**src/rtl/mem_ctrl_pkg.sv**
```systemverilog
// Shared state encoding and constants for the memory access sequencer.
package mem_ctrl_pkg;

  typedef logic [2:0] state_t;

  localparam state_t IDLE     = 3'd0;
  localparam state_t LOAD_MAR = 3'd1;
  localparam state_t LOAD_MDR = 3'd2;
  localparam state_t RD_ACC   = 3'd3;
  localparam state_t WR_ACC   = 3'd4;
  localparam state_t RD_CAP   = 3'd5;
  localparam state_t DONE     = 3'd6;
  localparam state_t ERR      = 3'd7;

  localparam logic RW_READ  = 1'b0;
  localparam logic RW_WRITE = 1'b1;

  localparam int WAIT_CYCLES_DEF = 1;
  localparam int TIMEOUT_DEF     = 15;

endpackage

```
**src/rtl/mem_access_ctrl_wait_counter.sv**
```systemverilog
// Loadable 4-bit down-counter that holds at zero; paces RAM wait states.
module wait_counter (
  input  logic       clk,
  input  logic       clr,
  input  logic       load,
  input  logic       dec,
  input  logic [3:0] load_val,
  output logic       zero
);

  logic [3:0] cnt;

  always_ff @(posedge clk or posedge clr) begin
    if (clr)
      cnt <= 4'd0;
    else if (load)
      cnt <= load_val;
    else if (dec && (cnt != 4'd0))
      cnt <= cnt - 4'd1;
  end

  assign zero = (cnt == 4'd0);

endmodule

```
**src/rtl/mem_access_ctrl.sv**
```systemverilog
// Sequences one MAR/MDR/RAM transaction per start pulse.
// Optional access timeout enabled by defining MEM_TIMEOUT_EN.
//
// state    | meaning
// IDLE     | waiting for start, rw latched on accept
// LOAD_MAR | address on bus, MARin
// LOAD_MDR | write data on bus, MDRin from bus
// RD_ACC   | RAM read strobe, waiting for wait count and mem_ready
// WR_ACC   | RAM write strobe, waiting for wait count and mem_ready
// RD_CAP   | capture Mdatain into MDR
// DONE     | one-cycle completion pulse
// ERR      | one-cycle completion pulse with err (timeout build only)
module mem_access_ctrl
  import mem_ctrl_pkg::*;
#(
  parameter int WAIT_CYCLES = WAIT_CYCLES_DEF,
  parameter int TIMEOUT     = TIMEOUT_DEF
) (
  input  logic clk,
  input  logic clr,
  input  logic start,
  input  logic rw,
  input  logic mem_ready,
  output logic MARin,
  output logic MDRin,
  output logic MDRRead,
  output logic RAMread,
  output logic RAMwrite,
  output logic busy,
  output logic done,
  output logic err
);

  if (WAIT_CYCLES < 0 || WAIT_CYCLES > 15 || TIMEOUT < 1 || TIMEOUT > 255) begin : g_param_check
    $error("mem_access_ctrl: WAIT_CYCLES or TIMEOUT out of range");
  end

  state_t state, state_nxt;
  logic   rw_q;
  logic   in_acc;
  logic   wc_zero;
  logic   acc_exit;
  logic   timed_out;

  assign in_acc   = (state == RD_ACC) || (state == WR_ACC);
  assign acc_exit = wc_zero && mem_ready;

  // Reloads every cycle outside the access states, so entry always sees WAIT_CYCLES.
  wait_counter u_wait (
    .clk      (clk),
    .clr      (clr),
    .load     (!in_acc),
    .dec      (in_acc),
    .load_val (4'(WAIT_CYCLES)),
    .zero     (wc_zero)
  );

`ifdef MEM_TIMEOUT_EN
  logic [7:0] to_cnt;

  always_ff @(posedge clk or posedge clr) begin
    if (clr)
      to_cnt <= 8'd0;
    else if (!in_acc)
      to_cnt <= 8'd0;
    else
      to_cnt <= to_cnt + 8'd1;
  end

  // Fires on the TIMEOUT-th access cycle so ERR follows immediately after it.
  assign timed_out = ({1'b0, to_cnt} + 9'd1) >= 9'(TIMEOUT);
`else
  assign timed_out = 1'b0;
`endif

  always_ff @(posedge clk or posedge clr) begin
    if (clr)
      rw_q <= RW_READ;
    else if ((state == IDLE) && start)
      rw_q <= rw;
  end

  always_ff @(posedge clk or posedge clr) begin
    if (clr)
      state <= IDLE;
    else
      state <= state_nxt;
  end

  always_comb begin
    state_nxt = state;
    case (state)
      IDLE:     if (start) state_nxt = LOAD_MAR;
      LOAD_MAR: state_nxt = (rw_q == RW_WRITE) ? LOAD_MDR : RD_ACC;
      LOAD_MDR: state_nxt = WR_ACC;
      RD_ACC: begin
        if (acc_exit)       state_nxt = RD_CAP;
        else if (timed_out) state_nxt = ERR;
      end
      WR_ACC: begin
        if (acc_exit)       state_nxt = DONE;
        else if (timed_out) state_nxt = ERR;
      end
      RD_CAP:   state_nxt = DONE;
      DONE:     state_nxt = IDLE;
      ERR:      state_nxt = IDLE;
      default:  state_nxt = IDLE;
    endcase
  end

  always_comb begin
    MARin    = 1'b0;
    MDRin    = 1'b0;
    MDRRead  = 1'b0;
    RAMread  = 1'b0;
    RAMwrite = 1'b0;
    done     = 1'b0;
    err      = 1'b0;
    busy     = (state != IDLE);
    case (state)
      LOAD_MAR: MARin = 1'b1;
      LOAD_MDR: MDRin = 1'b1;
      RD_ACC: begin
        RAMread = 1'b1;
        MDRRead = 1'b1;
      end
      WR_ACC:   RAMwrite = 1'b1;
      RD_CAP: begin
        RAMread = 1'b1;
        MDRRead = 1'b1;
        MDRin   = 1'b1;
      end
      DONE:     done = 1'b1;
      ERR: begin
        done = 1'b1;
        err  = 1'b1;
      end
      default: ;
    endcase
  end

endmodule
```
**config.mk**
```make
export PLATFORM = sky130hd
export DESIGN_NAME = mem_access_ctrl
export DESIGN_NICKNAME = d
export VERILOG_FILES = /design/src/rtl/mem_ctrl_pkg.sv /design/src/rtl/mem_access_ctrl_wait_counter.sv /design/src/rtl/mem_access_ctrl.sv
export SDC_FILE = /design/constraint.sdc
export NUM_CORES = 1
export LEC_CHECK = 0
export CAP_MARGIN = 15
export CORE_MARGIN = 10
export CORE_UTILIZATION = 25
export DETAILED_ROUTE_END_ITERATION = 8
export REMOVE_ABC_BUFFERS = 1
export SYNTH_ARGS = -nofsm -noshare
export SYNTH_HDL_FRONTEND = slang
export SYNTH_SLANG_ARGS = --single-unit
```
**constraint.sdc**
```tcl
create_clock -name clk -period 2.37 [get_ports clk]
set_input_delay 0.3555 -clock clk [delete_from_list [all_inputs] [get_ports clk]]
set_output_delay 0.3555 -clock clk [all_outputs]
set_load 0.03 [all_outputs]
```
* Yosys cells after proc, flatten, opt, wreduce, memory -nomap -nowiden *
Index checks and enable logic that the tools add are counted.

storage, ports and cells
  flip-flop bits (word level) = 8
  bits of input ports = 5
  output and inout port bits = 8
  word-level logic and storage cells = 40

operators by class
  add/sub/neg operators = 1
  equality and inequality tests = 11
  multiplexer cells = 13
  reduce and logical (&&, ||, !) cells = 12

operator list
  cell                                               number
  case mux 3 bit (7 select lines)                    1
  == test 3 bit (second input constant)              4
  2-to-1 mux 3 bit                                   3
  2-to-1 mux 4 bit                                   2
  != test 2 bit (second input constant)              4
  2-to-1 mux 1 bit                                   7
  == test 3 x 2 -> 1 bit (second input constant)     2
  OR reduction 2 bit                                 3
  logical NOT 4 bit                                  1
  nonzero test 4 bit                                 1
  subtractor 4 x 1 -> 4 bit (second input constant)  1
  == test 3 x 1 -> 1 bit (second input constant)     1
  logical AND 1 bit                                  3
  logical NOT 3 bit                                  1
  AND reduction 3 bit                                1
  nonzero test 3 bit                                 1
  logical OR 1 bit                                   1

* Logic depth before layout (Yosys ltp) *
Gate-level depths: netlist of the first run.

  depth in word-level cells = 5
  gate-level depth with buffers = 6
  mapped depth without buffers = 5

* Modules after synthesis *
Synthesis of the first run repeated with hierarchy kept, for this count alone.

second synthesis, totals
  cells, all modules = 66
  area, all modules = 574.3 um^2

modules (own cells, without submodules)
  module           instances  cells each  area an instance (um^2)  seq. area each (um^2)
  mem_access_ctrl  1          38          312.8                    100.1
  wait_counter     1          28          261.5                    100.1

* Least setup slack after synthesis of the first run *
Ideal clock, no wire load.

  path kind = register to output
  from = register state[2]
  to = output port RAMread
  arrival = 1.801 ns
  data required time = 2.014 ns
  slack = 0.213 ns
  stages on the path, launching flop included = 6
  buffers on the path = 2
  cells stage by stage = dfrtp_1 buf_4 inv_1 nand2_1 a21boi_0 buf_4

between the ends
  word-level cells in the longest chain between the ends = 3
  elaborated cells on any way between the ends = 4
  classes of those cells = eq/ne: 2; mux: 1; reduce/logical: 1

ends and longest elaborated chain
  what                                                     RTL line               source
  start: declaration                                       mem_access_ctrl.sv:38  state_t state, state_nxt;
  start signal: assignment                                 mem_access_ctrl.sv:87  state <= state_nxt;
  == test 3 x 2 -> 1 bit or == test 3 bit (tied branches)  n/a
  OR reduction 2 bit (no source line) *                    n/a
  2-to-1 mux 1 bit *                                       n/a
  end: declaration                                         mem_access_ctrl.sv:27  output logic RAMread,

Every way passes the cells marked *; elsewhere a longest branch is shown, timed or not.

* Worst setup path after layout of the first run *
  from = register state[0]
  to = output port MDRin

between the ends
  word-level cells in the longest chain between the ends = 3
  elaborated cells on any way between the ends = 4
  classes of those cells = eq/ne: 2; mux: 1; reduce/logical: 1

ends and longest elaborated chain
  what                                                     RTL line                source
  == test 3 bit or == test 3 x 2 -> 1 bit (tied branches)  mem_access_ctrl.sv:120  case (state)
  OR reduction 2 bit (no source line) *                    n/a
  2-to-1 mux 1 bit *                                       mem_access_ctrl.sv:120
  end: declaration                                         mem_access_ctrl.sv:25   output logic MDRin,

Marks and branches as above.

==> out/qor.yml, run 1 <==
outcome: "complete, no violations"
synthSimpleGateAreaFrac_pct: 26.25
synth_top_area_cell: "dfrtp_1"
portBuffers: 12
power.density_nw_per_um2: 1349
synth_top_area_share_pct: 33.33
grt_overflow_total: 0
dp_hpwl_um: 1059
crit_chain: "nand2_1 -> o22ai_1 -> clkdlybuf4s50_1"
antenna_found_initial: 0
wl_per_cell_um: 12.91
yosys.area_share.xor_xnor_pct: 1.458
holdBufCountCts: 0
max_slew_margin_pct: 72.62
areaGrowthSynthToFinish_pct: 28.75
crit_type: "reg -> out"
grt_max_degree: 13
htreeDepth: 1
clock_skew_ns: 0.005134
ctsResizeCount: 0
tns_ns: 0
pin_count: 13
max_freq_mhz: 458.1
worst_slew_pin_slew_ns: 0.4106
postPlaceCellArea_um2: 745.7
hold_violations: 0
timing.max_cap.violations: 0
critPathArrivalTime_ns: 1.83
final_nets: 89
final_common_cell: "clkdlybuf4s50_1"
coreArea_um2: 2255
die_w_um: 69.02
fin_crit_sh_pct: 92.11
whs_ns: 0.3515
vias_per_cell: 4.752
end_kind: "output port"
finalWirelength_um: 1356
power.leakage_nw: 0.3523
place_congestion: 0.7801
vdd_drop_max_mv: 0.5748
track_usage_pct: 6.107
synth_top_family_by_area: "simple AND/OR/NAND/NOR gates"
worstSetupStartpointType: "register"
syn-cell-area_um2: 600.6
mostFrequentLayoutCells: "clkdlybuf4s50_1 (10), dfrtp_1 (8), nor2_1 (6), inv_1 (6), ha_1 (5)"
rows: 17
clk_latency_ns: 0.26
drc: 0
synth_cells: 64
finalSetupViolations: 0
root_buffer: "clkbuf_4"
ys_ff_latch: 8
post_cts_buffers: 0
crit_path_max_incr_delay_ns: 0.70
synth_adder_area_share_pct: 10.42
crit_fanout: 12
hold_class: "in -> async"
critical-path-top-delay-family: "buffers and inverters"
numCtsBuffers: 3
grt_pass1_wl_um: 2380
first_iter_violations: 10
required_ns: 2.01
antenna_cells: 0
finalCriticalPeriod_ns: 2.183
maxSlewViolCount: 0
ant_nets: 0
synth_cell_types: 29
slowest_stage: "clkdlybuf4s50_1"
yosys_warnings: 0
tritoncts: "done"
route.vias.total: 499
rsz0062_at_grt: "no"
die_h_um: 69.02
clock_path_buffers: 2
avgSynthCellArea_um2: 9.384
cts_sinks: 8
start_util_pct: 26.64
yosys-top-cells-area: "dfrtp_1 (33%), ha_1 (10%), nand2b_1 (4.2%)"
fillers: 258
grt_pass1_vias: 513
synth_compound_area_share_pct: 14.58
dr.pass1.iters: 4
crit_buf_inv: 1
die_area_um2: 4763
clk_pin_slew_ns: 0.05
synthMuxAreaShare_pct: 6.042
post-route-cell-area_um2: 773.2
ys_seq_area_share_pct: 33.33
final_layout_size_suffix_gt1_share_pct: 15.58
## stage by stage
step	worst slack, ns	std cells	total power, mW	util (%)
floorplan	-0.04650	60	0.7309	-
global placement	0.4065	102	0.9296	33.07
detailed placement	0.4004	102	0.9470	33.07
CTS	0.08983	105	1.062	34.07
global route	0.04318	105	1.156	34.30
finish	0.1871	105	1.043	34.30
## registers in the layout, summed over array words and instances (netlist names)
register and count:
state 3, rw_q 1, u_wait.cnt 4
## power by group
part | switching, mW | internal, mW
sequential | 0.0684 | 0.194
combinational | 0.362 | 0.313
clock | 0.0467 | 0.0580
## layout make-up
| class | count | area [µm²] | area share [%] |
|---|---|---|---|
| Tap cell | 28 | 35.03 | 4.531 |
| Inverter | 6 | 22.52 | 2.913 |
| Clock buffer | 3 | 22.52 | 2.913 |
| Multi-Input combinational cell | 46 | 352.8 | 45.63 |
| Timing Repair Buffer | 14 | 140.1 | 18.12 |
| Sequential cell | 8 | 200.2 | 25.89 |
## cells in the mapped netlist
cell type	count
and4bb_4	1
o21ai_0	1
or3b_1	1
nor3_1	1
buf_2	2
inv_1	6
dfrtp_1	8
mux2i_1	1
nor3_2	2
nand3b_1	1
nor4_1	1
nor2_1	6
a21boi_0	1
xnor2_1	1
a2111oi_2	1
nor3b_2	1
a311oi_1	1
o22ai_1	1
nand2b_1	4
mux2_2	1
nor2b_1	3
a21oi_1	4
mux2_4	1
buf_4	2
ha_1	5
o31a_1	1
nand2_1	4
o41ai_1	1
a211oi_1	1
## routing by layer
metal | track usage, % | up-vias | part of all wire (%)
met5 | 0 | - | 0
met4 | 1.996 | 0 | 0.59
met3 | 5.278 | 2 | 11
met2 | 8.770 | 13 | 46
met1 | 6.380 | 234 | 43
li1 | - | 250 | -
## cell families after synthesis
| logic type | count (synthesis) |
|---|---|
| multiplexers | 3 |
| buffers and inverters | 10 |
| AO/OA/AOI/OAI | 12 |
| XOR/XNOR | 1 |
| flip-flops | 8 |
| adder cells (fa/ha/maj) | 5 |
| AND/OR/NAND/NOR | 25 |
## worst paths after layout
check,start,to,slack (ns),cells past startpoint
max,state[0],MDRin,0.19,3
min,clr,state[0],0.35,2
max reg2reg,u_wait.cnt[0],state[1],0.79,5
min reg2reg,rw_q,state[0],0.47,1
max in group asynchronous,clr,u_wait.cnt[3],1.78,2
min in group clk,rw_q,state[0],0.47,1
(Power assumes the default switching activity.)
==> inputs of run 2 (changes only) <==
- CTS_CLUSTER_DIAMETER: default -> 50
- clock period: 2.37 -> 1.9 ns (I/O delays scaled with it)
==> run 2 against run 1 <==
Clock skew decreased by 0.0040 ns. First-iteration DRC count increased by 70%. Largest cell class unchanged. Die area unchanged. Clock power increased by 30%. Wire length decreased by 0.15%. Global-route usage decreased by 0.081 points. Largest power group unchanged. Flip-flop and latch count unchanged. Core utilization decreased by 0.055 points. Combinational power increased by 23%. Worst hold slack got worse by 0.063 ns.
==> out/qor.yml, run 2 (synthesis gave the netlist of run 1 again) <==
rsz0062_at_grt: "no"
dp_hpwl_um: 1041  # -1.7%
clock_path_buffers: 2  # unchanged
htreeDepth: 1  # unchanged
r2r-start: "u_wait.cnt[0]"
grt_overflow_total: 0  # unchanged
rows: 17  # unchanged
route.vias.total: 498  # -0.20%
max_freq_mhz: 575.3
max_slew_margin_pct: 77.20  # +4.6 points
root_buffer: "clkbuf_4"
tns_ns: 0  # unchanged
tritoncts: "done"
wl_met2_um: 592  # -4.2%
final_layout_size_suffix_gt1_share_pct: 24.05  # +8.5 points
fillers: 268  # +3.9%
antenna_found_initial: 0  # unchanged
worst_slew_pin_slew_ns: 0.3416  # -0.06899 ns
grt_pass1_wl_um: 2401  # +0.88%
portBuffers: 12  # unchanged
layout_setup_ws_ns: 0.1617  # -0.02533 ns
areaGrowthSynthToFinish_pct: 28.54
reg2reg_slack_ns: 0.35  # -0.44 ns
die_area_um2: 4763  # unchanged
pre_cts_ws_ns: 0.2222  # -0.1782 ns
grt_pass1_vias: 512  # -0.19%
pin_count: 13  # unchanged
worstSetupStartpointType: "register"
hold_violations: 0  # unchanged
power_mw: 1.298  # +25%
post_cts_buffers: 0  # unchanged
slowest_stage: "dfrtp_1"
fin_crit_sh_pct: 91.49
crit_chain: "buf_4 -> inv_1 -> nand2_1 -> o22ai_1 -> buf_4"
crit_fanout: 7  # -5
finalSetupViolations: 0  # unchanged
crit_type: "reg -> out"
vias_per_cell: 4.654  # -2.1%
place_congestion: 0.8102  # +3.9%
reg2reg_depth: 5  # unchanged
top_layer_used: "met4"
cts_sinks: 8  # unchanged
regMostFlops: "u_wait.cnt"
numCtsBuffers: 3  # unchanged
power.density_nw_per_um2: 1682  # +25%
maxSlewViolCount: 0  # unchanged
die_h_um: 69.02  # unchanged
ant_nets: 0  # unchanged
r2r_end: "state[1]"
dr.pass1.iters: 4  # unchanged
seqCellArea_um2: 200.2  # unchanged
track_usage_pct: 6.026  # -0.081 points
end_kind: "output port"
clk_pin_slew_ns: 0.06  # about the same
clock_skew_ns: 0.001157  # -0.003977 ns
crit_top_cell: "buf_4"
finalWirelength_um: 1354  # -0.15%
timing.max_cap.violations: 0  # unchanged
power.leakage_nw: 0.3478  # -1.3%
final_nets: 91  # +2.2%
wl_per_cell_um: 12.65  # -2.0%
clk_latency_ns: 0.26  # about the same
top_regs: "u_wait.cnt x4, state x3, rw_q x1"
finalCriticalPeriod_ns: 1.738
coreArea_um2: 2255  # unchanged
die_w_um: 69.02  # unchanged
largest_reg_flops: 4  # unchanged
antenna_cells: 0  # unchanged
holdBufCountCts: 0  # unchanged
first_iter_violations: 17  # +7
wl_met3_um: 115  # -20%
required_ns: 1.62  # -0.39 ns
wl_met1_um: 633  # +8.2%
hold_class: "in -> async"
outcome: "complete, no violations"
vdd_drop_max_mv: 0.8825  # +54%
drc: 0  # unchanged
start_util_pct: 26.64  # unchanged
critPathArrivalTime_ns: 1.45  # -0.38 ns
mostFrequentLayoutCells: "buf_4 (8), dfrtp_1 (8), nor2_1 (6), inv_1 (6), ha_1 (5)"
grt_max_degree: 9  # -4
multiInputGateArea_um2: 356.6  # +1.1%
crit_path_max_incr_delay_ns: 0.45  # -0.25 ns
==> run 2: cell count changes in the layout (fill, tap and decap cells not counted) <==
cell,delta
buf_4,+6
clkdlybuf4s50_1,-6
a21boi_2,+1
dlymetal6s2s_1,-2
dlygate4sd2_1,+4
a21boi_0,-1
==> run 2: area by class of cell <==
class	count	area share (%)
clock buffer	3	2.917
inverter	6	2.917
tap	28	4.538
sequential	8	25.93
timing repair buffer	16	17.50
multi-input combinational	46	46.19
==> run 2: how the worst max path moves through the flow <==
stage,from,endpoint,slack (ns),cells after the start
5_1_grt,state[2],MDRRead,0.04,5
2_1_floorplan,state[2],MDRRead,-0.45,3
3_5_place_dp,state[2],MARin,0.22,3
3_3_place_gp,state[2],MARin,0.25,3
4_1_cts,state[2],MDRRead,0.02,5
6_report,state[2],MDRin,0.16,5
==> run 2: power breakdown <==
group          switching [mW]  leakage [nW]  internal [mW]
clock network          0.0642        0.0138         0.0727
registers              0.0869        0.0998          0.242
logic                   0.451         0.234          0.381
total                   0.603         0.348          0.696
==> run 2: routing by layer <==
metal / global-route usage (%) / up-vias
met1: 7.194 / 228
met2: 8.367 / 14
met5: 0 / -
met3: 3.994 / 4
li1: - / 252
met4: 1.996 / 0
==> run 2: repair_timing <==
action,CTS,global route
resized for setup,4,2
pin swaps,0,0
setup endpoints to repair,4,2
==> run 2: critical path, delay by kind of cell, from the launching register on <==
family	cells	cell delay (ns)
compound gates	1	0.16
simple gates	1	0.10
flops	1	0.45
buf+inv	3	0.48
==> run 2: stage by stage <==
stage | hold WS (ns) | cells | utilization [%] | cell area, µm²
finish | 0.2880 | 107 | 34.24 | 772.0
detailed placement | 0.4650 | 104 | 33.30 | 750.7
CTS | 0.2981 | 107 | 34.07 | 768.2
floorplan | 0.1007 | 60 | - | 575.6
global placement | 0.4595 | 104 | 33.30 | 750.7
global route | 0.3001 | 107 | 34.24 | 772.0
